`src/rtl/bit_serial_alu_seq_if.sv`:
```
// Handshake bundle for bit_serial_alu_seq: request side (operands/op) and response side (result/flags).
// The overflow flag exists only when BSALU_OVF_EN is defined.
interface bit_serial_alu_seq_if #(
  parameter int WIDTH = 32
);
  logic             in_valid;
  logic             in_ready;
  logic [WIDTH-1:0] a;
  logic [WIDTH-1:0] b;
  logic [3:0]       op;
  logic             out_valid;
  logic             out_ready;
  logic [WIDTH-1:0] result;
  logic             carry;
  logic             zero;
`ifdef BSALU_OVF_EN
  logic             overflow;
`endif

  modport master (
    output in_valid, a, b, op, out_ready,
`ifdef BSALU_OVF_EN
    input  overflow,
`endif
    input  in_ready, out_valid, result, carry, zero
  );

  modport slave (
    input  in_valid, a, b, op, out_ready,
`ifdef BSALU_OVF_EN
    output overflow,
`endif
    output in_ready, out_valid, result, carry, zero
  );
endinterface

```
`src/rtl/bit_serial_alu_seq.sv`:
```
// Bit-serial ALU sequencer: one 1-bit slice evaluated LSB first, carry looped back each clock.
// Define BSALU_OVF_EN to add the registered signed-overflow flag for ADD/SUB.
//
// state  | meaning
// IDLE   | waiting for a request, in_ready high
// BUSY   | processing bit idx_q, one bit per edge
// DONE   | result/carry/zero held, out_valid high until out_ready
module bit_serial_alu_seq #(
  parameter int WIDTH = 32
) (
  input  logic                clk,
  input  logic                rst,
  bit_serial_alu_seq_if.slave bus
);
  localparam int IDX_W = $clog2(WIDTH);
  localparam logic [IDX_W-1:0] IDX_LAST = IDX_W'(WIDTH - 1);

  localparam logic [3:0] OP_AND = 4'b0000;
  localparam logic [3:0] OP_OR  = 4'b0001;
  localparam logic [3:0] OP_ADD = 4'b0010;
  localparam logic [3:0] OP_SUB = 4'b0110;
  localparam logic [3:0] OP_XOR = 4'b0100;
  localparam logic [3:0] OP_SLT = 4'b0111;
  localparam logic [3:0] OP_NOR = 4'b1100;

  typedef enum logic [1:0] {S_IDLE, S_BUSY, S_DONE} state_t;

  state_t           state_q, state_d;
  logic [WIDTH-1:0] a_q, a_d, b_q, b_d;
  logic [3:0]       op_q, op_d;
  logic [IDX_W-1:0] idx_q, idx_d;
  logic             cy_q, cy_d;
  logic [WIDTH-1:0] result_q, result_d;
  logic             zero_q, zero_d;
`ifdef BSALU_OVF_EN
  logic             ovf_q, ovf_d;
`endif

  logic             is_sub, is_arith, is_addsub, last;
  logic             ai, bi, sum_b, cout_b, rbit, less;
  logic [WIDTH-1:0] res_upd;

  always_ff @(posedge clk) begin
    if (rst) begin
      state_q  <= S_IDLE;
      a_q      <= '0;
      b_q      <= '0;
      op_q     <= '0;
      idx_q    <= '0;
      cy_q     <= 1'b0;
      result_q <= '0;
      zero_q   <= 1'b0;
`ifdef BSALU_OVF_EN
      ovf_q    <= 1'b0;
`endif
    end else begin
      state_q  <= state_d;
      a_q      <= a_d;
      b_q      <= b_d;
      op_q     <= op_d;
      idx_q    <= idx_d;
      cy_q     <= cy_d;
      result_q <= result_d;
      zero_q   <= zero_d;
`ifdef BSALU_OVF_EN
      ovf_q    <= ovf_d;
`endif
    end
  end

  // The slice: SUB and SLT share the inverted-B adder path with carry-in preloaded to 1.
  always_comb begin
    is_sub    = (op_q == OP_SUB) || (op_q == OP_SLT);
    is_addsub = (op_q == OP_ADD) || (op_q == OP_SUB);
    is_arith  = is_addsub || (op_q == OP_SLT);
    last      = (idx_q == IDX_LAST);
    ai        = a_q[idx_q];
    bi        = b_q[idx_q] ^ is_sub;
    sum_b     = ai ^ bi ^ cy_q;
    cout_b    = (ai & bi) | (ai & cy_q) | (bi & cy_q);
    less      = sum_b ^ (cy_q ^ cout_b);
    case (op_q)
      OP_AND:         rbit = ai & b_q[idx_q];
      OP_OR:          rbit = ai | b_q[idx_q];
      OP_XOR:         rbit = ai ^ b_q[idx_q];
      OP_NOR:         rbit = ~(ai | b_q[idx_q]);
      OP_ADD, OP_SUB: rbit = sum_b;
      default:        rbit = 1'b0;
    endcase
    res_upd        = result_q;
    res_upd[idx_q] = rbit;
  end

  always_comb begin
    state_d  = state_q;
    a_d      = a_q;
    b_d      = b_q;
    op_d     = op_q;
    idx_d    = idx_q;
    cy_d     = cy_q;
    result_d = result_q;
    zero_d   = zero_q;
`ifdef BSALU_OVF_EN
    ovf_d    = ovf_q;
`endif
    case (state_q)
      S_IDLE: begin
        if (bus.in_valid) begin
          a_d     = bus.a;
          b_d     = bus.b;
          op_d    = bus.op;
          cy_d    = (bus.op == OP_SUB) || (bus.op == OP_SLT);
          idx_d   = '0;
          state_d = S_BUSY;
        end
      end
      S_BUSY: begin
        cy_d     = is_arith ? cout_b : 1'b0;
        result_d = res_upd;
        if (last) begin
          if (op_q == OP_SLT) begin
            result_d = {{(WIDTH-1){1'b0}}, less};
            cy_d     = 1'b0;
          end
          zero_d  = (result_d == '0);
`ifdef BSALU_OVF_EN
          ovf_d   = is_addsub ? (cy_q ^ cout_b) : 1'b0;
`endif
          state_d = S_DONE;
        end else begin
          idx_d = idx_q + 1'b1;
        end
      end
      S_DONE: begin
        if (bus.out_ready) state_d = S_IDLE;
      end
      default: state_d = S_IDLE;
    endcase
  end

  assign bus.in_ready  = (state_q == S_IDLE);
  assign bus.out_valid = (state_q == S_DONE);
  assign bus.result    = result_q;
  assign bus.carry     = cy_q;
  assign bus.zero      = zero_q;
`ifdef BSALU_OVF_EN
  assign bus.overflow  = ovf_q;
`endif
endmodule

```
`src/flat_wrapper.sv`:
```
// flat-port wrapper written by rule: the top's interface ports become plain ports
module bit_serial_alu_seq_flat 
#(
  parameter int WIDTH = 32
)
  (clk, rst, bus_in_valid, bus_a, bus_b, bus_op, bus_out_ready, bus_in_ready, bus_out_valid, bus_result, bus_carry, bus_zero);
  bit_serial_alu_seq_if #(.WIDTH(WIDTH)) bus_i ();
  input  logic clk;
  input  logic rst;
  input wire logic [$bits(bus_i.in_valid)-1:0] bus_in_valid;
  input wire logic [$bits(bus_i.a)-1:0] bus_a;
  input wire logic [$bits(bus_i.b)-1:0] bus_b;
  input wire logic [$bits(bus_i.op)-1:0] bus_op;
  input wire logic [$bits(bus_i.out_ready)-1:0] bus_out_ready;
  output wire logic [$bits(bus_i.in_ready)-1:0] bus_in_ready;
  output wire logic [$bits(bus_i.out_valid)-1:0] bus_out_valid;
  output wire logic [$bits(bus_i.result)-1:0] bus_result;
  output wire logic [$bits(bus_i.carry)-1:0] bus_carry;
  output wire logic [$bits(bus_i.zero)-1:0] bus_zero;
  assign bus_i.in_valid = bus_in_valid;
  assign bus_i.a = bus_a;
  assign bus_i.b = bus_b;
  assign bus_i.op = bus_op;
  assign bus_i.out_ready = bus_out_ready;
  assign bus_in_ready = bus_i.in_ready;
  assign bus_out_valid = bus_i.out_valid;
  assign bus_result = bus_i.result;
  assign bus_carry = bus_i.carry;
  assign bus_zero = bus_i.zero;
  bit_serial_alu_seq #(.WIDTH(WIDTH)) u_core (.clk(clk), .rst(rst), .bus(bus_i));
endmodule
```
`config.mk`:
```
export PLATFORM = sky130hd
export DESIGN_NAME = bit_serial_alu_seq_flat
export DESIGN_NICKNAME = d
export VERILOG_FILES = /design/src/rtl/bit_serial_alu_seq_if.sv /design/src/rtl/bit_serial_alu_seq.sv /design/src/flat_wrapper.sv
export SDC_FILE = /design/constraint.sdc
export NUM_CORES = 1
export LEC_CHECK = 0
export ABC_AREA = 1
export CAP_MARGIN = 10
export CELL_PAD_IN_SITES_DETAIL_PLACEMENT = 2
export CELL_PAD_IN_SITES_GLOBAL_PLACEMENT = 2
export CORE_MARGIN = 2
export CORE_UTILIZATION = 28
export DETAILED_ROUTE_END_ITERATION = 10
export GPL_ROUTABILITY_DRIVEN = 0
export PLACE_DENSITY_LB_ADDON = 0.1
export SYNTH_ARGS = -nofsm -noshare
export SYNTH_HDL_FRONTEND = slang
export SYNTH_SLANG_ARGS = --single-unit
export TNS_END_PERCENT = 30
```
`constraint.sdc`:
```
create_clock -name clk -period 4.2 [get_ports clk]
set_clock_uncertainty 0.05 [all_clocks]
set_input_delay 1.26 -clock clk [delete_from_list [all_inputs] [get_ports clk]]
set_output_delay 1.26 -clock clk [all_outputs]
set_load 0.02 [all_outputs]
```
==> flow_metrics.py, run 1 <==
metrics = {
    "layout": {
        "mostFrequentLayoutCells": "nor2_1, dfxtp_1, clkdlybuf4s50_1, o21ai_0, nand2_1",
        "n_antenna_cell": 0,
        "syn_to_final_growth_pct": 28.16,
        "drive_gt1_frac": 0.06013,
        "finalInstanceArea_um2": 7015,
        "mostFrequentLayoutCell": "nor2_1",
        "nets": 975,
        "final_util": 0.3628,
    },
    "worst_setup_path": {
        "cpMaxStageDelayCell": "dfxtp_1",
        "max_stage_delay_ns": 0.52,
        "ff2ff_path_depth": 19,
        "path_common_cell": "nand2_1",
        "end_kind": "register",
        "cp_cell_sequence": "inv_4 > o21ai_0 > o22ai_1 > nand2_1 > nand2_1 > a221oi_1 > nand2_1 > xnor2_1 > fa_1 > or2_1 > buf_4 > nand3_1 > nand2_1 > nand2_1 > nor2_1 > nand2_1 > nor2_1 > nand3_1 > a21oi_2",
        "worst_path_dominant_cell_family": "simple AND/OR/NAND/NOR gates",
        "start_kind": "register",
        "reg2reg_slack_ns": 0.43,
        "criticalPathCategory": "register to register",
        "cp.arrival_ns": 4.01,
        "required_ns": 4.44,
        "r2r_end": "u_core.bus.zero",
        "crit_start": "u_core.idx_q[0]",
        "path_max_fanout": 36,
        "rr_startpoint": "u_core.idx_q[0]",
        "path_buf_inv": 2,
    },
    "sta": {
        "worst_slew_pin_slew_ns": 0.8214,
        "final_hold_viol_count": 0,
        "rsz0062_at_grt": "no",
        "slew_viol_final": 0,
        "fin_crit_sh": 0.8967,
        "timing.fmax_mhz": 265.5,
        "finalWorstSetupSlack_ns": 0.4337,
        "tns_ns": 0,
        "slew_headroom": 0.4518,
        "setup_violations": 0,
        "fin_crit_ns": 3.766,
    },
    "clock_tree": {
        "cts_tree": "yes",
        "cts_hold_buf": 0,
        "clk_root_buffer_cell": "clkbuf_16",
        "htreeDepth": 3,
        "clockBufferDepth": 2,
        "cts-resized-gates": 0,
        "cts_sinks": 109,
        "cts_made_buffers": 9,
        "clk_latency_ns": 0.36,
        "cts_setup_buffers": 0,
        "clk_pin_slew_worst_paths_ns": 0.07,
    },
    "die": {
        "rows": 51,
        "die_area_um2": 20680,
        "die_h_um": 143.8,
        "die_x_um": 143.8,
        "fp.coreArea_um2": 19330,
        "start_util": 0.2831,
        "io_pins": 108,
    },
    "placement": {
        "post-place-ws_ns": 0.3158,
        "placed_cell_area_um2": 6748,
        "hpwl_um": 14060,
        "io_buffers": 107,
    },
    "drt": {
        "drtIter0Drc": 150,
        "drtAntennaViolNets": 0,
        "drt_wl_total_um": 18710,
        "via_per_inst": 4.850,
        "post_drt_wl_per_cell_um": 16.09,
        "via_count": 5640,
        "first_pass_iters": 4,
        "drc": 0,
    },
    "logic_synthesis": {
        "ys_ff_latch": 109,
        "postSynthCellCount": 811,
        "synth_cell_types": 34,
        "yosysSeqAreaShare": 0.3986,
        "synth.avg_cell_area_um2": 6.750,
        "syn-num-nets": 892,
        "ys_warn_count": 0,
        "syn-cell-area_um2": 5474,
    },
    "run": {
        "cap_violations": 0,
    },
    "global_route": {
        "grt_pass1_vias": 6052,
        "grt-ovfl-total": 0,
        "grt_max_degree": 72,
        "grt_pass1_wl_um": 30420,
        "grt_usage": 0.1863,
        "antenna_found_initial": 0,
    },
    "hold_path": {
        "min_path_cells": 2,
        "holdPathEnd": "u_core.bus.result[4]",
        "min_path_type": "register to register",
        "hold_path.startpoint": "u_core.bus.result[4]",
    },
    "power_and_ir_drop": {
        "p_per_area_nw_per_um2": 339.9,
        "ir_drop_mv": 0.1638,
        "power.leakage_nw": 2.752,
    },
    "outcome": {
        "run_status": "completed",
    },
}
-- layout make-up --
type	count	area, µm²
repair buffers	116	1139
clock buffers	10	229.0
fillers	2337	12320
well taps	265	331.6
flip-flops and latches	109	2182
clock inverters	5	36.28
inverters	55	211.5
multi-input cells	603	2887
-- per-layer routing --
layer  share of wire  wire length (µm)  track usage  vias to the layer above
met5               0                 0            0                        -
li1                -                 -            -                     2816
met1            0.44              8259       0.2201                     2722
met2            0.52              9638       0.3474                       82
met4           0.015               290      0.05005                        0
met3           0.028               526      0.02966                       20
-- cell usage after synthesis (all sizes together) --
cell type	n	area share
a211oi	4	0.0055
a21oi	36	0.034
a221oi	4	0.0064
a22o	2	0.0032
a22oi	1	0.0014
buf	16	0.017
clkbuf	28	0.019
clkinv	3	0.0021
dfxtp	109	0.40
fa	2	0.0073
ha	7	0.016
inv	52	0.036
nand2	93	0.067
nand3	61	0.061
nor2	227	0.16
nor3	2	0.0018
o21a	1	0.0014
o21ai	111	0.10
o22ai	23	0.026
or2	26	0.030
xnor2	1	0.0016
xor2	2	0.0032
-- logic make-up after synthesis --
group                      after synthesis  synth area share
AOI/OAI and AO/OA                      182            0.1806
xor gates and xnor gates                 3          0.004801
adders and majority gates                9           0.02331
buffers and inverters                   99           0.07452
DFF                                    109            0.3986
and+or+nand+nor                        409            0.3182
-- worst min-delay path, cell delays in order (launching register included) --
cell and delay [ns]:
dfxtp_1 0.32, nand2_1 0.06, a21oi_1 0.06
-- stage by stage --
| step | hold WS (ns) | power, W | std cells |
|---|---|---|---|
| floorplan | 0.3995 | 0.001425 | 811 |
| global route | 0.4668 | 0.002520 | 1163 |
| finish | 0.4322 | 0.002385 | 1163 |
| CTS | 0.4376 | 0.002425 | 1163 |
| global placement | 0.4137 | 0.001586 | 1148 |
| detailed placement | 0.4227 | 0.001609 | 1148 |
-- worst max path at each step --
stage                            to  cells past startpoint
global placement    u_core.bus.zero                     19
CTS                 u_core.bus.zero                     19
finish              u_core.bus.zero                     19
detailed placement  u_core.bus.zero                     19
global route        u_core.bus.zero                     19
floorplan           u_core.bus.zero                     21
-- sequential cells by signal, indices dropped and copies added (netlist names) --
register	flops
u_core.b_q	32
u_core.a_q	32
u_core.bus.carry	1
u_core.bus.zero	1
u_core.idx_q	5
u_core.op_q	4
u_core.state_q	2
u_core.bus.result	32
-- power by group --
part           leakage [nW]  switching [W]  internal (W)
logic                  1.74       0.000270      0.000171
registers             0.895      0.0000406       0.00109
clock network         0.121       0.000408      0.000401
Power figures use the tool's default switching activity.
==> run 2, diff against run 1 <==
Settings changed: CORE_MARGIN 2 to 1, TNS_END_PERCENT 30 to not set.
==> flow_metrics.py, run 2 (synthesized netlist as in run 1, its figures left out) <==
metrics = {
    "global_route": {
        "grt_max_degree": 48,
        "antenna_found_initial": 0,
        "grt-ovfl-total": 0,
        "grt_pass1_wl_um": 32390,
        "grt_pass1_vias": 6431,
        "grt_usage": 0.2051,
    },
    "layout": {
        "n_antenna_cell": 0,
        "finalInstanceArea_um2": 7072,
        "syn_to_final_growth_pct": 29.19,
        "drive_gt1_frac": 0.06326,
        "final_util": 0.3731,
        "nets": 977,
        "mostFrequentLayoutCell": "nor2_1",
        "mostFrequentLayoutCells": "nor2_1, dfxtp_1, clkdlybuf4s50_1, o21ai_0, nand2_1",
    },
    "drt": {
        "first_pass_iters": 4,
        "drc": 0,
        "post_drt_wl_per_cell_um": 16.89,
        "via_count": 5738,
        "drtIter0Drc": 158,
        "drt_wl_total_um": 19610,
        "drtAntennaViolNets": 0,
        "via_per_inst": 4.942,
    },
    "die": {
        "io_pins": 108,
        "die_x_um": 141.8,
        "fp.coreArea_um2": 18960,
        "die_h_um": 141.8,
        "die_area_um2": 20110,
        "start_util": 0.2888,
        "rows": 50,
    },
    "worst_setup_path": {
        "reg2reg_slack_ns": 0.57,
        "criticalPathCategory": "register to register",
        "cp_cell_sequence": "buf_4 > o21ai_0 > o22ai_1 > a221oi_1 > nand2_1 > xnor2_1 > fa_1 > or2_1 > buf_4 > nand2_2 > o21ai_1 > nand2_1 > inv_1 > nand2_1 > nor2_2 > nand3_1 > a21oi_2",
        "max_stage_delay_ns": 0.49,
        "start_kind": "register",
        "cpMaxStageDelayCell": "fa_1",
        "end_kind": "register",
        "rr_startpoint": "u_core.idx_q[0]",
        "path_common_cell": "nand2_1",
        "r2r_end": "u_core.bus.zero",
        "ff2ff_path_depth": 17,
        "cp.arrival_ns": 3.88,
        "required_ns": 4.44,
        "path_max_fanout": 34,
    },
    "sta": {
        "final_hold_viol_count": 0,
        "worst_slew_pin_slew_ns": 0.8044,
        "finalWorstSetupSlack_ns": 0.5682,
        "slew_viol_final": 0,
        "fin_crit_sh": 0.8647,
        "rsz0062_at_grt": "no",
        "fin_crit_ns": 3.632,
        "hold_slack_ns": 0.4300,
        "timing.fmax_mhz": 275.3,
        "setup_violations": 0,
        "slew_headroom": 0.4632,
        "tns_ns": 0,
    },
    "clock_tree": {
        "cts_setup_buffers": 0,
        "clk_root_buffer_cell": "clkbuf_16",
        "clk_latency_ns": 0.36,
        "cts_hold_buf": 0,
        "clockBufferDepth": 2,
        "cts_made_buffers": 9,
        "cts_sinks": 109,
        "cts_tree": "yes",
        "cts-resized-gates": 0,
        "htreeDepth": 3,
        "clk_pin_slew_worst_paths_ns": 0.08,
    },
    "power_and_ir_drop": {
        "p_per_area_nw_per_um2": 357.8,
        "p_int_w": 0.001790,
        "clkPwrFrac": 0.374,
        "p_seq_frac": 0.448,
        "switching_share": 0.2924,
        "power.leakage_nw": 2.792,
        "ir_drop_mv": 0.1984,
        "p_sw_w": 0.0007396,
        "p_comb_frac": 0.178,
    },
    "placement": {
        "post-place-ws_ns": 0.6037,
        "hpwl_um": 14700,
        "placed_cell_area_um2": 6756,
        "io_buffers": 107,
    },
    "hold_path": {
        "holdPathEnd": "u_core.bus.result[3]",
        "hold_path.startpoint": "u_core.bus.result[3]",
        "min_path_cells": 2,
        "min_path_type": "register to register",
    },
    "outcome": {
        "run_status": "completed",
    },
    "run": {
        "cap_violations": 0,
    },
}
==> run 2: cell types whose count changed in the layout (fill, tap and decap cells not counted) <==
cell | previous run | this run
buf_4 | 9 | 11
bufinv_16 | 0 | 2
clkinv_2 | 1 | 2
clkinvlp_4 | 3 | 1
inv_2 | 5 | 6
inv_4 | 2 | 1
==> run 2: stage by stage <==
stage,power [W],std cells
2_1_floorplan,0.001425,811
3_3_place_gp,0.001589,1145
3_5_place_dp,0.001615,1145
4_1_cts,0.002568,1161
5_1_grt,0.002659,1161
6_report,0.002530,1161
==> run 2: worst max path at each step <==
stage,startpoint,end,slack (ns)
2_1_floorplan,u_core.idx_q[1],u_core.bus.zero,1.12
3_3_place_gp,u_core.idx_q[0],u_core.bus.zero,0.77
3_5_place_dp,u_core.idx_q[0],u_core.bus.zero,0.60
4_1_cts,u_core.idx_q[0],u_core.bus.zero,0.53
5_1_grt,u_core.idx_q[0],u_core.bus.zero,0.27
6_report,u_core.idx_q[0],u_core.bus.zero,0.57
==> run 2: metal layers <==
metal	GRT usage	up-vias	wire length (µm)
li1	-	2809	-
met1	0.2281	2805	8346
met2	0.3969	93	10410
met3	0.02970	31	510
met4	0.06452	0	345
met5	0	-	0
==> run 2: power groups by stage <==
stage | sequential [W] | combinational, W | clock [W]
detailed placement | 0.00116 | 0.000457 | 0
finish | 0.00113 | 0.000451 | 0.000946
global route | 0.00114 | 0.000508 | 0.00101
floorplan | 0.00115 | 0.000279 | 0
global placement | 0.00116 | 0.000434 | 0
CTS | 0.00113 | 0.000463 | 0.000972
==> run 2: critical path: cells and delay by family, from the launching register on <==
family / cells / cell delay [ns]
buffers and inverters: 3 / 0.60
AO/OA/AOI/OAI: 5 / 1.04
flip-flops: 1 / 0.33
XOR/XNOR: 1 / 0.19
adder cells (fa/ha/maj): 1 / 0.49
AND/OR/NAND/NOR: 7 / 0.82
==> run 2: cell type report <==
cell class              count  area (µm²)
clock inverters             6       86.33
clock buffers              10       229.0
fillers                  2273       11880
repair buffers            118        1154
flip-flops and latches    109        2182
well taps                 260       325.3
inverters                  55       209.0
multi-input cells         603        2887
==> run 3, diff against run 2 <==
Settings changed: SLEW_MARGIN set to 5.
==> results of run 3 <==
The final DEF is identical to that of run 2; final timing and power are the same.
